$ cat src/rtl/ygr_hirq_ctrl_pkg.sv
// Shared YGR019 host-interface types and constants for the HIRQ request/mask unit.
// Reused as parameter defaults by the controller and its interrupt shaper.
package ygr_hirq_ctrl_pkg;

    typedef enum logic {
        LEVEL = 1'b0,
        PULSE = 1'b1
    } HIRQ_MODE_t;

    typedef enum logic [1:0] {
        IDLE   = 2'd0,
        ASSERT = 2'd1,
        HOLD   = 2'd2
    } HIRQ_STATE_t;

    localparam logic [15:0] HIRQ_WMASK = 16'h3FFF;
    localparam logic [15:0] HIRQ_INIT  = 16'h0000;
    localparam logic [15:0] HMSK_INIT  = 16'hFFFF;

    function automatic int hirq_max(input int a, input int b);
        return (a > b) ? a : b;
    endfunction

endpackage

$ cat src/rtl/ygr_irq_shaper.sv
// Host interrupt line shaper: level/pulse FSM with pulse-width and deassert-holdoff counters.
// Consumes PEND plus rise/clear strobes computed by the register file.
module ygr_irq_shaper
    import ygr_hirq_ctrl_pkg::*;
#(
    parameter HIRQ_MODE_t IRQ_MODE  = LEVEL,
    parameter int         PULSE_LEN = 4,
    parameter int         HOLDOFF   = 2
) (
    input  logic clk,
    input  logic rst_n,
    input  logic ce,
    input  logic pend,
    input  logic pend_nxt,
    input  logic rise,
    input  logic clr,
    output logic irq_n
);

    localparam int CMAX = hirq_max(PULSE_LEN, HOLDOFF);
    localparam int CW   = $clog2(CMAX + 1);

    localparam logic [CW-1:0] P_LD  = CW'(PULSE_LEN);
    localparam logic [CW-1:0] H_LD  = CW'(HOLDOFF);
    localparam logic [CW-1:0] HP_LD = CW'(hirq_max(HOLDOFF, 1));
    localparam logic [CW-1:0] ONE   = CW'(1);

    HIRQ_STATE_t   state_q, state_d;
    logic [CW-1:0] cnt_q, cnt_d, cnt_dec;
    logic          late_q, late_d;
    logic          irq_n_q, irq_n_d;

    always_comb begin
        state_d = state_q;
        cnt_d   = cnt_q;
        late_d  = late_q;
        cnt_dec = (cnt_q == '0) ? '0 : cnt_q - ONE;
        if (ce) begin
            if (IRQ_MODE == LEVEL) begin
                unique case (state_q)
                    IDLE: begin
                        if (pend && cnt_q == '0) state_d = ASSERT;
                    end
                    ASSERT: begin
                        if (clr) begin
                            if (HOLDOFF == 0) begin
                                state_d = IDLE;
                            end else begin
                                state_d = HOLD;
                                cnt_d   = H_LD;
                            end
                        end else if (!pend_nxt) begin
                            state_d = IDLE;
                        end
                    end
                    HOLD: begin
                        if (cnt_q <= ONE) begin
                            state_d = IDLE;
                            cnt_d   = '0;
                        end else begin
                            cnt_d = cnt_dec;
                        end
                    end
                    default: state_d = IDLE;
                endcase
            end else begin
                // Rises seen mid-pulse or mid-holdoff are remembered, not retriggered
                unique case (state_q)
                    IDLE: begin
                        if (rise) begin
                            state_d = ASSERT;
                            cnt_d   = P_LD;
                        end
                    end
                    ASSERT: begin
                        late_d = late_q | rise;
                        if (cnt_q <= ONE) begin
                            state_d = HOLD;
                            cnt_d   = HP_LD;
                        end else begin
                            cnt_d = cnt_dec;
                        end
                    end
                    HOLD: begin
                        if (cnt_q <= ONE) begin
                            late_d = 1'b0;
                            if (late_q | rise) begin
                                state_d = ASSERT;
                                cnt_d   = P_LD;
                            end else begin
                                state_d = IDLE;
                                cnt_d   = '0;
                            end
                        end else begin
                            cnt_d  = cnt_dec;
                            late_d = late_q | rise;
                        end
                    end
                    default: state_d = IDLE;
                endcase
            end
        end
        irq_n_d = (state_d != ASSERT);
    end

    always_ff @(posedge clk or negedge rst_n) begin
        if (!rst_n) begin
            state_q <= IDLE;
            cnt_q   <= '0;
            late_q  <= 1'b0;
            irq_n_q <= 1'b1;
        end else begin
            state_q <= state_d;
            cnt_q   <= cnt_d;
            late_q  <= late_d;
            irq_n_q <= irq_n_d;
        end
    end

    assign irq_n = irq_n_q;

endmodule

$ cat src/rtl/ygr_hirq_ctrl.sv
// Host interrupt request/mask register pair for the CD block host interface.
// Sticky write-0-to-clear requests, writable mask, and the shaped IRQ_N line.
module ygr_hirq_ctrl
    import ygr_hirq_ctrl_pkg::*;
#(
    parameter int          N         = 14,
    parameter logic [15:0] REQ_INIT  = HIRQ_INIT,
    parameter logic [15:0] MSK_INIT  = HMSK_INIT,
    parameter logic [15:0] WMASK     = HIRQ_WMASK,
    parameter int          IRQ_MODE  = 0,
    parameter int          PULSE_LEN = 4,
    parameter int          HOLDOFF   = 2
) (
    input  logic          CLK,
    input  logic          RST_N,
    input  logic          CE,
    input  logic          REG_SEL,
    input  logic          WR,
    input  logic          RD,
    input  logic [15:0]   WDATA,
    output logic [15:0]   RDATA,
    input  logic [N-1:0]  EVT_SET,
    output logic [N-1:0]  REQ,
    output logic          PEND,
    output logic          IRQ_N
);

    localparam logic [N-1:0] WM = WMASK[N-1:0];

    logic [N-1:0] req_q, req_d, req_wr;
    logic [N-1:0] msk_q, msk_d;
    logic [15:0]  rdata_q, rdata_d, rd_word;
    logic         wr_req, wr_msk;
    logic         pend_d, clr_stb, rise_stb;
    logic         unused_wdata;

    always_comb begin
        wr_req  = CE & WR & ~REG_SEL;
        wr_msk  = CE & WR & REG_SEL;
        req_wr  = wr_req ? (req_q & (WDATA[N-1:0] | ~WM)) : req_q;
        req_d   = CE ? (req_wr | EVT_SET) : req_q;
        msk_d   = wr_msk ? ((msk_q & ~WM) | (WDATA[N-1:0] & WM)) : msk_q;
        rd_word = '0;
        rd_word[N-1:0] = REG_SEL ? msk_q : req_q;
        rd_word = rd_word & WMASK;
        rdata_d = (CE & RD) ? rd_word : rdata_q;
        pend_d  = |(req_d & msk_d);
        // Only host writes can drop a request bit, so any 1->0 is a clear
        clr_stb  = |(req_q & ~req_d);
        rise_stb = (|(req_d & ~req_q & msk_d)) | (wr_msk & ~PEND & pend_d);
    end

    always_ff @(posedge CLK or negedge RST_N) begin
        if (!RST_N) begin
            req_q   <= REQ_INIT[N-1:0];
            msk_q   <= MSK_INIT[N-1:0];
            rdata_q <= '0;
        end else begin
            req_q   <= req_d;
            msk_q   <= msk_d;
            rdata_q <= rdata_d;
        end
    end

    assign PEND         = |(req_q & msk_q);
    assign REQ          = req_q;
    assign RDATA        = rdata_q;
    assign unused_wdata = ^WDATA;

    ygr_irq_shaper #(
        .IRQ_MODE  ((IRQ_MODE == 0) ? LEVEL : PULSE),
        .PULSE_LEN (PULSE_LEN),
        .HOLDOFF   (HOLDOFF)
    ) u_shaper (
        .clk      (CLK),
        .rst_n    (RST_N),
        .ce       (CE),
        .pend     (PEND),
        .pend_nxt (pend_d),
        .rise     (rise_stb),
        .clr      (clr_stb),
        .irq_n    (IRQ_N)
    );

endmodule

$ cat config.mk
export PLATFORM = sky130hd
export DESIGN_NAME = ygr_hirq_ctrl
export DESIGN_NICKNAME = d
export VERILOG_FILES = /design/src/rtl/ygr_hirq_ctrl_pkg.sv /design/src/rtl/ygr_irq_shaper.sv /design/src/rtl/ygr_hirq_ctrl.sv
export SDC_FILE = /design/constraint.sdc
export NUM_CORES = 1
export LEC_CHECK = 0
export ABC_CLOCK_PERIOD_IN_PS = 2800
export CAP_MARGIN = 15
export CORE_ASPECT_RATIO = 0.5
export CORE_MARGIN = 1.5
export CORE_UTILIZATION = 48
export CTS_CLUSTER_DIAMETER = 200
export DETAILED_ROUTE_END_ITERATION = 8
export GPL_TIMING_DRIVEN = 0
export PLACE_DENSITY = 0.82
export SYNTH_ARGS = -nofsm -noshare
export SYNTH_HDL_FRONTEND = slang
export SYNTH_HIERARCHICAL = 1
export SYNTH_SLANG_ARGS = --single-unit
$ cat constraint.sdc
create_clock -name CLK -period 2.8 [get_ports CLK]
set_clock_uncertainty 0.05 [all_clocks]
set_input_delay 0.42 -clock CLK [delete_from_list [all_inputs] [get_ports CLK]]
set_output_delay 0.42 -clock CLK [all_outputs]
set_load 0.01 [all_outputs]
==> results.toml, run 1 <==
[placement]
dp_hpwl_um = 4750
portBuffers = 62
final_weighted_congestion_of_routability_driven_global_placement = 0.869
placement.setup.worst_slack_ps = -414

[pwr]
fin_total_pwr_w = 0.00190
p_per_area_nw_per_um2 = 585
switchingPower_w = 0.000585
power.ir.vdd_worst_mv = 0.308
seq_power_share_pct = 50.2
power.combinational.fraction_pct = 28.9
clockPowerShare_pct = 20.9
leakage_nw = 1.42
sw_frac_of_total_pct = 30.8
p_int_w = 0.00131

[clocking]
cts_sinks = 48
clock_tree_buffer_depth = 2
root_buffer_cell = "sky130_fd_sc_hd__clkbuf_8"
cts_made_buffers = 5
clock_pin_slew_of_the_registers_on_the_worst_case_setup_and_hold_paths_ps = 80
tritoncts = "yes"
worst_skew_pair.late_latency_ps = 300
cts_max_level = 2

[outcome]
outcome = "completed"

[setup_path]
cp.required_ps = 2970
critical_path_source_type = "input port"
setup.reg_to_reg.worst_slack_ps = 470
type_of_the_worst_setup_path = "in -> reg"
end_kind = "flop"
crit_path_max_fanout = 10
worst_ep_arrival_time_ps = 2860

[timing]
setup-violations-final = 0
post-route-period-util_pct = 95.9
timing.fmax_ghz = 0.373
final_hold_viol_count = 0
minimum_clock_period_after_layout_ps = 2680
worstMarginPinSlew_ps = 758
relSlewSlack_pct = 49.4
setup_repair_after_global_routing_missed_its_margin = "false"
drv_slew = 0
least_setup_slack_across_all_paths_after_layout_ps = 116

[yosys]
netlist_area_um2 = 2430
syn-instance-count = 229
yosysWarningCount = 6
syn-mean-instance-area_um2 = 10.6

[detailed_routing]
detail_route.first_pass.iterations = 4
remaining_drc_errors = 0
first_iter_violations = 86
wirelength_um = 6320
drt.antenna.violating_nets = 0
vias = 2031
routedWlPerCell_um = 17.0
post_drt_via_cell_ratio = 5.46

[hold_path]
hold_class = "in -> reg"

[layout]
post_route_cells_drive_above_1_share_pct = 12.3
layout.core_utilization_pct = 66.1
num-nets-final = 337
flow.area_growth_from_synthesis_pct = 33.6
antenna_cells = 0
nFillCells = 398

[grt]
first_pass_grt_wire_length_um = 9940
globalRouteTotalUtil_pct = 23.9
grt_overflow = 0
antenna_found_initial = 0
number_of_global_route_vias_before_repair = 2058
largest_net_degree_at_the_start_of_global_routing = 37

[floorplan]
fp.dieW_um = 104
floorplan.io_pins = 68
die_area_um2 = 5520
starting_utilization_of_the_core_area_pct = 49.5
die_y_um = 53.3
placement_rows = 18
core_region_area_um2 = 4910

[job]
max_cap_violations = 0
==> layer usage <==
metal	wire, um	vias up	GRT usage (%)
met5	0	-	0
met4	28	0	4.86
met3	383	4	5.79
met2	3040	54	43.2
met1	2870	1013	29.9
li1	-	960	-
==> cell usage in the layout, fill, tap and decap left out, types with 2 or more instances in the layout <==
master                            instances
sky130_fd_sc_hd__a21oi_1                 27
sky130_fd_sc_hd__a221oi_1                 4
sky130_fd_sc_hd__a221oi_2                 2
sky130_fd_sc_hd__a22o_1                  13
sky130_fd_sc_hd__a22oi_1                  5
sky130_fd_sc_hd__and2_1                   2
sky130_fd_sc_hd__buf_4                    3
sky130_fd_sc_hd__buf_6                    4
sky130_fd_sc_hd__clkbuf_1                 6
sky130_fd_sc_hd__clkbuf_8                 5
sky130_fd_sc_hd__clkdlybuf4s50_1         60
sky130_fd_sc_hd__conb_1                   2
sky130_fd_sc_hd__dfrtp_1                 33
sky130_fd_sc_hd__dfstp_2                 15
sky130_fd_sc_hd__inv_1                   27
sky130_fd_sc_hd__mux2i_1                 27
sky130_fd_sc_hd__nand2_1                  9
sky130_fd_sc_hd__nand3_1                  2
sky130_fd_sc_hd__nand3b_1                 2
sky130_fd_sc_hd__nor2_1                  18
sky130_fd_sc_hd__nor3b_1                  2
sky130_fd_sc_hd__o21ai_0                  5
sky130_fd_sc_hd__o22ai_1                  4
sky130_fd_sc_hd__o2bb2ai_1                2
sky130_fd_sc_hd__or2_1                    2
==> path summary, 6_finish.rpt <==
check | from | to | cells past startpoint
worst min-delay path | REG_SEL | RDATA[13] | 3
worst min register to register | RDATA[13] | RDATA[13] | 2
min in group asynchronous | RST_N | u_shaper/state_q[1] | 2
worst max-delay path | WR | u_shaper/irq_n | 10
worst max register to register | REQ[4] | u_shaper/state_q[0] | 8
max in group asynchronous | RST_N | msk_q[0] | 3
==> stage by stage <==
stage          std cells  instance area, um2  TNS [ps]  hold slack, ps
3_3_place_gp         362                3140     -1430             461
3_5_place_dp         363                3160     -1760             274
5_1_grt              372                3250         0             497
4_1_cts              372                3250         0             478
2_1_floorplan        230                2430         0            74.4
6_report             372                3250         0             477
==> power by group through the flow <==
| stage | combinational [W] | sequential (W) | clock (W) |
|---|---|---|---|
| 2_1_floorplan | 0.000285 | 0.000956 | 0 |
| 3_3_place_gp | 0.000528 | 0.000953 | 0 |
| 3_5_place_dp | 0.000546 | 0.000964 | 0 |
| 4_1_cts | 0.000550 | 0.000950 | 0.000402 |
| 5_1_grt | 0.000601 | 0.000972 | 0.000430 |
| 6_report | 0.000550 | 0.000953 | 0.000396 |
==> sequential cells by signal (all words and copies together) (netlist names) <==
name,cells
u_shaper/cnt_q,3
u_shaper/state_q,2
u_shaper/irq_n,1
REQ,14
RDATA,14
msk_q,14
==> worst max-delay path, cell delays in order <==
cell	delay, ps
sky130_fd_sc_hd__clkdlybuf4s50_1	520
sky130_fd_sc_hd__nand3b_4	170
sky130_fd_sc_hd__buf_6	170
sky130_fd_sc_hd__a21oi_1	130
sky130_fd_sc_hd__a22o_1	260
sky130_fd_sc_hd__a221oi_1	280
sky130_fd_sc_hd__nand4_1	230
sky130_fd_sc_hd__and4b_1	240
sky130_fd_sc_hd__a221o_1	270
sky130_fd_sc_hd__o21bai_1	160
==> cell type report <==
cell class	instances	area [um2]	area share (%)
sequential	48	1220	37.6
multi-input combinational	144	1030	31.7
timing repair buffer	64	644	19.8
inverter	27	101	3.12
tap	70	87.6	2.70
buffer	11	82.6	2.54
clock buffer	7	76.3	2.35
clock inverter	1	5.00	0.154
==> timing repair <==
action,4_1_cts,5_1_grt
resized for setup,1,0
hold buffers,1,0
setup endpoints to repair,1,0
endpoints found under the hold margin,8,0
buffers inserted,0,0
(Power assumes the default switching activity.)
==> run 2, diff against run 1 <==
--- a/config.mk
+++ b/config.mk
@@ -5,7 +5,6 @@
 export SDC_FILE = /design/constraint.sdc
 export NUM_CORES = 1
 export LEC_CHECK = 0
-export ABC_CLOCK_PERIOD_IN_PS = 2800
 export CAP_MARGIN = 15
 export CORE_ASPECT_RATIO = 0.5
 export CORE_MARGIN = 1.5
@@ -14,6 +13,7 @@
 export DETAILED_ROUTE_END_ITERATION = 8
 export GPL_TIMING_DRIVEN = 0
 export PLACE_DENSITY = 0.82
+export SETUP_SLACK_MARGIN = 0.2
 export SYNTH_ARGS = -nofsm -noshare
 export SYNTH_HDL_FRONTEND = slang
 export SYNTH_HIERARCHICAL = 1
==> results.toml, run 2 (same netlist as run 1, synthesis figures left out) <==
[layout]
post_route_cells_drive_above_1_share_pct = 12.9
layout.core_utilization_pct = 66.2
num-nets-final = 337
mostFrequentLayoutCell = "sky130_fd_sc_hd__clkdlybuf4s50_1"
most-common-layout-cells = "sky130_fd_sc_hd__clkdlybuf4s50_1 (59), sky130_fd_sc_hd__dfrtp_1 (33), sky130_fd_sc_hd__mux2i_1 (27), sky130_fd_sc_hd__inv_1 (27), sky130_fd_sc_hd__a21oi_1 (27)"
flow.area_growth_from_synthesis_pct = 33.7
antenna_cells = 0

[detailed_routing]
routedWlPerCell_um = 17.1
vias = 2036
drt.antenna.violating_nets = 0
wirelength_um = 6350
remaining_drc_errors = 0
first_iter_violations = 84
post_drt_via_cell_ratio = 5.47
detail_route.first_pass.iterations = 4

[setup_path]
critical_path.slowest_cell = "sky130_fd_sc_hd__clkdlybuf4s50_1"
timing.critical_path.buf_inv = 1
crit_path_max_fanout = 6
critical_path.cell_chain = "a22oi_1 -> nand2_1 -> a221oi_1 -> nand3_1 -> clkdlybuf4s50_1"
worst_ep_arrival_time_ps = 2020
cp.required_ps = 2330
cp_top_family = "buffers and inverters"
end_kind = "output port"
critical_path_source_type = "flop"
type_of_the_worst_setup_path = "reg -> out"
slowest_delay_ps = 520

[pwr]
clockPowerShare_pct = 20.9
leakage_nw = 1.42
seq_power_share_pct = 50.1
sw_frac_of_total_pct = 30.9
power.combinational.fraction_pct = 29.0
p_per_area_nw_per_um2 = 585
p_int_w = 0.00131
fin_total_pwr_w = 0.00190
power.ir.vdd_worst_mv = 0.309
switchingPower_w = 0.000587

[timing]
timing.fmax_ghz = 0.401
relSlewSlack_pct = 48.8
setup-violations-final = 0
post-route-period-util_pct = 89.1
final_hold_viol_count = 0
fin_tns_setup_ps = 0
worstMarginPinSlew_ps = 768
drv_slew = 0
least_setup_slack_across_all_paths_after_layout_ps = 306
setup_repair_after_global_routing_missed_its_margin = "false"
minimum_clock_period_after_layout_ps = 2490

[floorplan]
die_y_um = 53.3
placement_rows = 18
floorplan.io_pins = 68
fp.dieW_um = 104
die_area_um2 = 5520
starting_utilization_of_the_core_area_pct = 49.5
core_region_area_um2 = 4910

[clocking]
tritoncts = "yes"
cts_sinks = 48
clock_pin_slew_of_the_registers_on_the_worst_case_setup_and_hold_paths_ps = 90
clock_tree_buffer_depth = 2
cts_made_buffers = 5
buffers_inserted_during_post_cts_setup_optimization = 0
cts_max_level = 2
worst_skew_pair.late_latency_ps = 290
root_buffer_cell = "sky130_fd_sc_hd__clkbuf_8"

[grt]
number_of_global_route_vias_before_repair = 2058
grt_overflow = 0
antenna_found_initial = 0
largest_net_degree_at_the_start_of_global_routing = 37
globalRouteTotalUtil_pct = 23.9
first_pass_grt_wire_length_um = 9940

[placement]
dp_hpwl_um = 4750
final_weighted_congestion_of_routability_driven_global_placement = 0.869
portBuffers = 62
placement.setup.worst_slack_ps = -414

[job]
max_cap_violations = 0

[hold_path]
hold_class = "in -> reg"

[outcome]
outcome = "completed"
## run 2: area by class of cell
cell class	count	area, um2
fillers	396	1660
clock inverters	1	5.00
inverters	27	101
repair buffers	64	639
clock buffers	7	76.3
flip-flops and latches	48	1220
multi-input cells	144	1040
plain buffers	11	82.6
well taps	70	87.6
## run 2: routing by layer
layer / vias to the layer above / global-route usage, % / routed length [um]
li1: 962 / - / -
met1: 1007 / 29.9 / 2870
met5: - / 0 / 0
met4: 0 / 4.86 / 28
met2: 63 / 43.2 / 3070
met3: 4 / 5.79 / 375
## run 2: through the flow
step	hold WS, ps	area [um2]	std cells
floorplan	74.4	2430	230
global placement	461	3140	362
detailed placement	274	3160	363
CTS	478	3250	372
global route	435	3250	372
finish	435	3250	372
## run 2: worst reg2reg max path, delay by kind of cell, from the launching register on
kind	cells	cell delay (ps)
flops	1	440
simple gates	4	870
compound gates	4	840
## run 2: timing repair
item / in CTS / in global routing
hold endpoints to repair: 8 / 0
resized for setup: 3 / 2
hold buffers: 1 / 0
pin swaps: 1 / 1
endpoints found under the setup margin: 6 / 4
## run 2: power by group through the flow
stage	Combinational [W]	Clock, W	Sequential [W]
floorplan	0.000285	0	0.000956
global placement	0.000528	0	0.000953
detailed placement	0.000546	0	0.000964
CTS	0.000550	0.000402	0.000950
global route	0.000602	0.000430	0.000972
finish	0.000551	0.000397	0.000953
## run 2: worst paths after layout
check,cells after the start,end,slack (ps),from
worst max-delay path,5,PEND,310,REQ[9]
worst min-delay path,3,u_shaper/cnt_q[1],440,CE
worst max register to register,8,u_shaper/state_q[0],490,REQ[0]
worst min register to register,2,RDATA[13],480,RDATA[13]
max in group asynchronous,3,msk_q[0],1660,RST_N
min in group asynchronous,2,u_shaper/state_q[1],490,RST_N
==> run 3, diff against run 2 <==
--- a/config.mk
+++ b/config.mk
@@ -6,7 +6,6 @@
 export NUM_CORES = 1
 export LEC_CHECK = 0
 export CAP_MARGIN = 15
-export CORE_ASPECT_RATIO = 0.5
 export CORE_MARGIN = 1.5
 export CORE_UTILIZATION = 48
 export CTS_CLUSTER_DIAMETER = 200
==> results.toml, run 3 (same netlist as run 1, synthesis figures left out) <==
[outcome]
outcome = "completed"

[hold_path]
hold_class = "in -> async"

[setup_path]
timing.critical_path.buf_inv = 1
end_kind = "output port"
worst_ep_arrival_time_ps = 2010
critical_path.slowest_cell = "sky130_fd_sc_hd__clkdlybuf4s50_1"
crit_path_max_fanout = 6
setup.reg_to_reg.worst_slack_ps = 530
slowest_delay_ps = 520
cp.required_ps = 2330
critical_path.cell_chain = "a22o_1 -> a221oi_1 -> nand3_1 -> clkdlybuf4s50_1"
critical_path_source_type = "flop"
cp_top_family = "compound AO/OA/AOI/OAI gates"
type_of_the_worst_setup_path = "reg -> out"

[layout]
post_route_cells_drive_above_1_share_pct = 13.0
antenna_cells = 0
nFillCells = 403
layoutNonFillerInstCount = 368
most-common-layout-cells = "sky130_fd_sc_hd__clkdlybuf4s50_1 (59), sky130_fd_sc_hd__dfrtp_1 (33), sky130_fd_sc_hd__mux2i_1 (27), sky130_fd_sc_hd__inv_1 (27), sky130_fd_sc_hd__a21oi_1 (27)"
area_of_combinational_cells_with_multiple_inputs_um2 = 1030
mostFrequentLayoutCell = "sky130_fd_sc_hd__clkdlybuf4s50_1"
ff_latch_area_um2 = 1220
flow.area_growth_from_synthesis_pct = 33.9
num-nets-final = 336

[grt]
met3_usage_pct = 5.28
antenna_found_initial = 0
grt_overflow = 0
number_of_global_route_vias_before_repair = 1992
gr-max-usage-layer = "met2"
largest_net_degree_at_the_start_of_global_routing = 27
met1_track_demand_over_resource_in_global_routing_pct = 30.5
globalRouteTotalUtil_pct = 24.1
first_pass_grt_wire_length_um = 9720
use_met2_pct = 40.1

[timing]
timing.fmax_ghz = 0.403
holdWs_ps = 42.4
relSlewSlack_pct = 47.7
worstMarginPinSlew_ps = 785
setup_repair_after_global_routing_missed_its_margin = "false"
setup-violations-final = 0
drv_slew = 0
final_hold_viol_count = 0
minimum_clock_period_after_layout_ps = 2480
post-route-period-util_pct = 88.6

[clocking]
root_buffer_cell = "sky130_fd_sc_hd__clkbuf_8"
cts_max_level = 2
tritoncts = "yes"
clock_tree_buffer_depth = 2
worst_skew_pair.late_latency_ps = 300
clock_pin_slew_of_the_registers_on_the_worst_case_setup_and_hold_paths_ps = 90
cts_made_buffers = 5
buffers_inserted_during_post_cts_setup_optimization = 0
cts_sinks = 48

[detailed_routing]
routedWlPerCell_um = 16.5
detail_route.first_pass.iterations = 4
post_drt_via_cell_ratio = 5.55
first_iter_violations = 107
wirelength_um = 6080
drt.antenna.violating_nets = 0
vias = 2044
remaining_drc_errors = 0

[job]
max_cap_violations = 0

[floorplan]
die_y_um = 74.2
die_area_um2 = 5500
floorplan.io_pins = 68
placement_rows = 25
starting_utilization_of_the_core_area_pct = 50.8
core_region_area_um2 = 4790
fp.dieW_um = 74.2

[pwr]
leakage_nw = 1.43
power.ir.vdd_worst_mv = 0.286
p_per_area_nw_per_um2 = 608

[placement]
final_weighted_congestion_of_routability_driven_global_placement = 0.874
portBuffers = 62
dp_cells = 360
dp_hpwl_um = 4690
-- run 3: cell count changes in the layout (fill, tap and decap cells not counted) --
cell                            before  now
sky130_fd_sc_hd__a221oi_1            3    4
sky130_fd_sc_hd__a221oi_2            3    2
sky130_fd_sc_hd__bufinv_16           0    1
sky130_fd_sc_hd__clkbuf_1            6    5
sky130_fd_sc_hd__dlygate4sd3_1       1    0
-- run 3: worst paths after layout --
| check | depth (start not counted) | endpoint | startpoint |
|---|---|---|---|
| min in group CLK | 3 | u_shaper/cnt_q[1] | CE |
| min | 1 | RDATA[5] | RST_N |
| max | 4 | PEND | REQ[11] |
| min reg2reg | 2 | RDATA[11] | RDATA[11] |
| max reg2reg | 8 | u_shaper/state_q[0] | REQ[0] |
| max in group asynchronous | 2 | msk_q[3] | RST_N |
-- run 3: stage by stage --
stage	util, %	worst slack, ps	area (um2)	setup TNS (ps)	total power (W)
2_1_floorplan	-	607	2430	0	0.00124
3_3_place_gp	65.6	-357	3140	-1370	0.00148
3_5_place_dp	65.9	-411	3150	-1720	0.00150
4_1_cts	68.1	203	3260	0	0.00199
5_1_grt	68.0	207	3250	0	0.00209
6_report	68.0	319	3250	0	0.00198
-- run 3: repair_timing --
action,4_1_cts,5_1_grt
pin swaps,0,0
hold buffers,0,0
endpoints found under the setup margin,6,4
gates resized for setup,3,1
-- run 3: report_power, final --
part	switching (W)	internal, W	total, W
registers	0.000106	0.000842	0.000947
logic	0.000249	0.000295	0.000544
clock network	0.000223	0.000265	0.000488
total	0.000578	0.00140	0.00198
-- run 3: worst reg2reg max path, delay by kind of cell, from the launching register on --
family           cells  cell delay (ps)
AO/OA/AOI/OAI        4              870
AND/OR/NAND/NOR      4              820
flip-flops           1              440
-- run 3: routing by layer --
metal	vias up	part of all wire, %
li1	952	-
met4	0	2.4
met1	987	43
met5	-	0
met2	89	49
met3	16	5.9
-- run 3: area by class of cell --
| type | instances | area share, % |
|---|---|---|
| clock inverters | 2 | 1.08 |
| plain buffers | 11 | 2.54 |
| inverters | 27 | 3.11 |
| clock buffers | 6 | 2.23 |
| multi-input cells | 144 | 31.6 |
| well taps | 67 | 2.58 |
| flip-flops and latches | 48 | 37.5 |
| repair buffers | 63 | 19.3 |
